===== config.mk =====
export PLATFORM = sky130hd
export DESIGN_NAME = and_share_arbiter
export DESIGN_NICKNAME = d
export VERILOG_FILES = /design/src/rtl/and_share_arbiter.sv
export SDC_FILE = /design/constraint.sdc
export NUM_CORES = 1
export LEC_CHECK = 0
export ABC_AREA = 1
export BUFFER_PORTS_ARGS = -buffer_cell sky130_fd_sc_hd__buf_2
export CAP_MARGIN = 40
export CORE_MARGIN = 10
export CORE_UTILIZATION = 40
export DETAILED_ROUTE_END_ITERATION = 12
export PLACE_DENSITY = 0.75
export SYNTH_ARGS = -nofsm -noshare
export SYNTH_HDL_FRONTEND = slang
export SYNTH_SLANG_ARGS = --single-unit

===== constraint.sdc =====
create_clock -name clk -period 1.2 [get_ports clk]
set_clock_uncertainty 0.15 [all_clocks]
set_input_delay 0.06 -clock clk [delete_from_list [all_inputs] [get_ports clk]]
set_output_delay 0.06 -clock clk [all_outputs]
set_load 0.03 [all_outputs]

===== src/rtl/and_share_arbiter.sv =====
// and_share_arbiter
//   Two requesters share one registered bitwise-AND unit. A single result
//   register (IDLE = empty, HOLD = full) is refilled in the same cycle that it
//   is drained, so back-to-back operation has no bubble. Ties alternate,
//   starting with requester 0 after reset.
// Ports
//   clk, rst_n               clock, async active-low reset
//   reqN_valid/a/b/ready     requester N (N = 0,1) operand handshake
//   res_valid/data/id/ready  registered result and owner index
//   done_count               results consumed, wraps modulo 2^CNT_W
module and_share_arbiter #(
    parameter int WIDTH = 4,
    parameter int CNT_W = 8
) (
    input  logic             clk,
    input  logic             rst_n,
    input  logic             req0_valid,
    input  logic [WIDTH-1:0] req0_a,
    input  logic [WIDTH-1:0] req0_b,
    output logic             req0_ready,
    input  logic             req1_valid,
    input  logic [WIDTH-1:0] req1_a,
    input  logic [WIDTH-1:0] req1_b,
    output logic             req1_ready,
    output logic             res_valid,
    output logic [WIDTH-1:0] res_data,
    output logic             res_id,
    input  logic             res_ready,
    output logic [CNT_W-1:0] done_count
);

    typedef enum logic {IDLE = 1'b0, HOLD = 1'b1} state_t;

    state_t                  state, state_nxt;
    logic                    last_grant;
    logic                    accept_ok;
    logic                    xfer;
    logic                    gidx;
    logic [1:0]              valid, gnt, ready;
    logic [1:0][WIDTH-1:0]   op_a, op_b;

    assign valid = {req1_valid, req0_valid};
    assign op_a  = {req1_a, req0_a};
    assign op_b  = {req1_b, req0_b};

    // Result slot can take new operands when empty or being drained now.
    assign accept_ok = (state == IDLE) || (res_ready && state == HOLD);

    // Tie goes to whoever did not win the last transfer.
    always_comb begin
        gnt = valid;
        if (valid == 2'b11)
            gnt = last_grant ? 2'b01 : 2'b10;
    end

    // Gated by rst_n so readys are low throughout reset, not just after it.
    assign ready      = (rst_n && accept_ok) ? gnt : 2'b00;
    assign req0_ready = ready[0];
    assign req1_ready = ready[1];
    assign xfer       = |ready;
    assign gidx       = ready[1];

    always_comb begin
        state_nxt = state;
        case (state)
            IDLE:    if (xfer) state_nxt = HOLD;
            HOLD:    if (res_ready && !xfer) state_nxt = IDLE;
            default: state_nxt = IDLE;
        endcase
    end

    always_ff @(posedge clk or negedge rst_n) begin
        if (!rst_n) state <= IDLE;
        else        state <= state_nxt;
    end

    always_ff @(posedge clk or negedge rst_n) begin
        if (!rst_n) begin
            res_data   <= '0;
            res_id     <= 1'b0;
            last_grant <= 1'b1;
        end else if (xfer) begin
            res_data   <= op_a[gidx] & op_b[gidx];
            res_id     <= gidx;
            last_grant <= gidx;
        end
    end

    always_ff @(posedge clk or negedge rst_n) begin
        if (!rst_n)                     done_count <= '0;
        else if (res_valid && res_ready) done_count <= done_count + 1'b1;
    end

    assign res_valid = (state == HOLD);

    a_ready_onehot: assert property (@(posedge clk) disable iff (!rst_n)
        $onehot0({req1_ready, req0_ready}));

endmodule


==> impl_metrics.ini <==
[run_status]
outcome = finished, violations left
violations = hold timing, setup timing

[logic_synthesis]
ys_types = 20
yosysWarnings = 0
synth_top_cell_by_area = dfrtp_1
yosysSeqAreaShare_pct = 46.7
syn_inst = 94
ys_seq_elements = 15
avgSynthCellArea_um2 = 8.59
netlist_area_um2 = 807
ys_top_cells_by_area = dfrtp_1, nand2_1, nand3_1, inv_1, xor2_1
synth_top_area_share_pct = 43.4
synth.net_count = 116

[critical_path]
cp_max_fo = 2
critPathTopFamily = flip-flops
crit_type = flip-flop to primary output
worstPathArrival_ps = 1280
cpPeakStageDelay_ps = 550
reg2reg_slack_ps = -190
start_kind = flip-flop
crit_required_ps = 990
timing.critical_path.buf_inv = 3
crit_chain = inv_2 > a21boi_4 > nand2_4 > clkinv_4 > buf_6
cpMaxStageDelayCell = dfstp_2
cp-end-kind = primary output

[floorplanning]
row_count = 16
die-area_um2 = 4210
initial_core_util_pct = 41.6
die_w_um = 64.9
ios = 37
die_h_um = 64.9
core_um2 = 1940

[worst_hold_path]
min_path_type = input pin to flip-flop

[cts]
clk_latency_ps = 290
root_buffer = clkbuf_4
path_clk_slew_ps = 100
cts_inserted_buffers = 3
cts_tree = done
ctsHtreeMaxLevel = 1
cts_num_sinks = 15
cts_buffer_depth = 2

[detailed_routing]
drtIter0Drc = 37
ant_nets = 0
vias = 887
drt_wl_total_um = 2850
firstDrtPassIters = 4
vias_per_cell = 4.72
drc = 0
wire_per_inst_um = 15.1

[global_routing]
grt_max_degree = 11
grt_pass1_vias = 929
antenna_found_initial = 0
grt_pass1_wl_um = 4100
gr-total-overflow = 0
grtUsageTotal_pct = 11.9

[sta]
hold_viol_final = 1
timing.final.ws_setup_ps = -289
period_share_pct = 124
clock.fmax_mhz = 672
rsz0062_at_grt = true
setup_viol_count_final = 18
setup_tns_ps = -1920
tightestPinTransition_ps = 294
report.final.slew_viol_count = 0
fin_crit_ps = 1490
slew_headroom_pct = 80.3
fin_hold_ws_ps = -3.04

[layout]
nNetsFinal = 184
multi_input_area_um2 = 490
fin_area_um2 = 1450
area_growth_pct = 80.0
diodes = 0
drive_gt1_share_pct = 54.7
utilization_pct = 74.8
fill_cells = 144
seq_area_um2 = 382
instances_no_fill = 188

[place]
placed_area_um2 = 1100
dpl.hpwl_um = 1700
place.gp.congestion = 0.760
port_buffers = 36
dp_slack_ps = -159
placed_cells = 163

[power_and_ir_drop]
pwr_density_cell_nw_per_um2 = 1850
p_leak_nw = 0.779
worst_ir_drop_vdd_v = 0.000909
power_mw = 2.69

[job]
maxCapViolations = 0
## metal layers
| layer | global-route usage, % | routed length [µm] |
|---|---|---|
| met3 | 5.50 | 225 |
| met1 | 11.5 | 1110 |
| met4 | 5.61 | 14 |
| met2 | 21.1 | 1490 |
| met5 | 0 | 0 |
## power breakdown
group / internal, mW / total, mW / switching (mW)
registers: 0.694 / 0.865 / 0.171
logic: 0.648 / 1.51 / 0.866
clock network: 0.129 / 0.307 / 0.177
## placed cells by master (no fill, tap or decap), types with 4 or more instances in the layout
| cell type | instances |
|---|---|
| buf_2 | 31 |
| buf_4 | 8 |
| buf_6 | 12 |
| dfrtp_1 | 10 |
| dfrtp_2 | 4 |
| dlygate4sd3_1 | 11 |
| inv_1 | 10 |
| nand2_1 | 22 |
| nand2_2 | 7 |
| nand2_4 | 5 |
| nand3_1 | 7 |
| nand3_2 | 4 |
| xor2_1 | 4 |
## cell usage after synthesis
library cell and instances:
o21ai_1 1, xor2_1 4, a21boi_2 1, mux2_2 1, ha_1 1, inv_2 2, nand4_1 2, nor2_2 3
inv_1 12, o21bai_1 2, nor2_1 1, nand3_1 12, dfrtp_1 14, nand2_4 3, nand3_2 1, nand2_2 1
xnor2_1 2, dfstp_2 1, nand2_1 29, a21oi_4 1
## flip-flops by register name, summed over array words and instances, names as in the netlist
register    flops
res_id          1
res_valid       1
last_grant      1
res_data        4
done_count      8
## cell type report
type	count	share of cell area, %
Sequential cell	15	26.3
Tap cell	27	2.33
Timing Repair Buffer	62	31.7
Multi-Input combinational cell	66	33.8
Inverter	14	4.13
Clock buffer	4	1.81
## worst min-delay path, cell delays in order
cell	delay [ps]
buf_2	130
a21boi_4	70
nand4_1	70
nand3_1	70
## timing repair
item / in CTS / in global routing
endpoints found under the hold margin: 18 / 15
cloned: 0 / 1
endpoints found under the setup margin: 15 / 18
pin swaps: 3 / 13
hold buffers: 10 / 2
resized for setup: 21 / 16
setup buffers: 4 / 5
## path summary, 6_finish.rpt
path	cells past startpoint	endpoint	startpoint
max	5	req0_ready	last_grant
min	4	res_data[3]	req1_valid
max reg2reg	7	res_data[2]	last_grant
min reg2reg	2	res_id	res_id
max in group asynchronous	3	last_grant	rst_n
min in group asynchronous	3	done_count[2]	rst_n
## cell families (layout without fill, tap and decap cells)
| family | Yosys count | in the layout | share of synthesized area [%] |
|---|---|---|---|
| DFF | 15 | 15 | 46.7 |
| and+or+nand+nor | 52 | 53 | 31.5 |
| muxes | 1 | 1 | 1.40 |
| xor gates and xnor gates | 6 | 6 | 6.51 |
| AOI/OAI and AO/OA | 5 | 5 | 5.89 |
| buffers and inverters | 14 | 80 | 6.51 |
| adders and majority gates | 1 | 1 | 1.55 |
No activity file was read; power rests on OpenSTA's default activity.
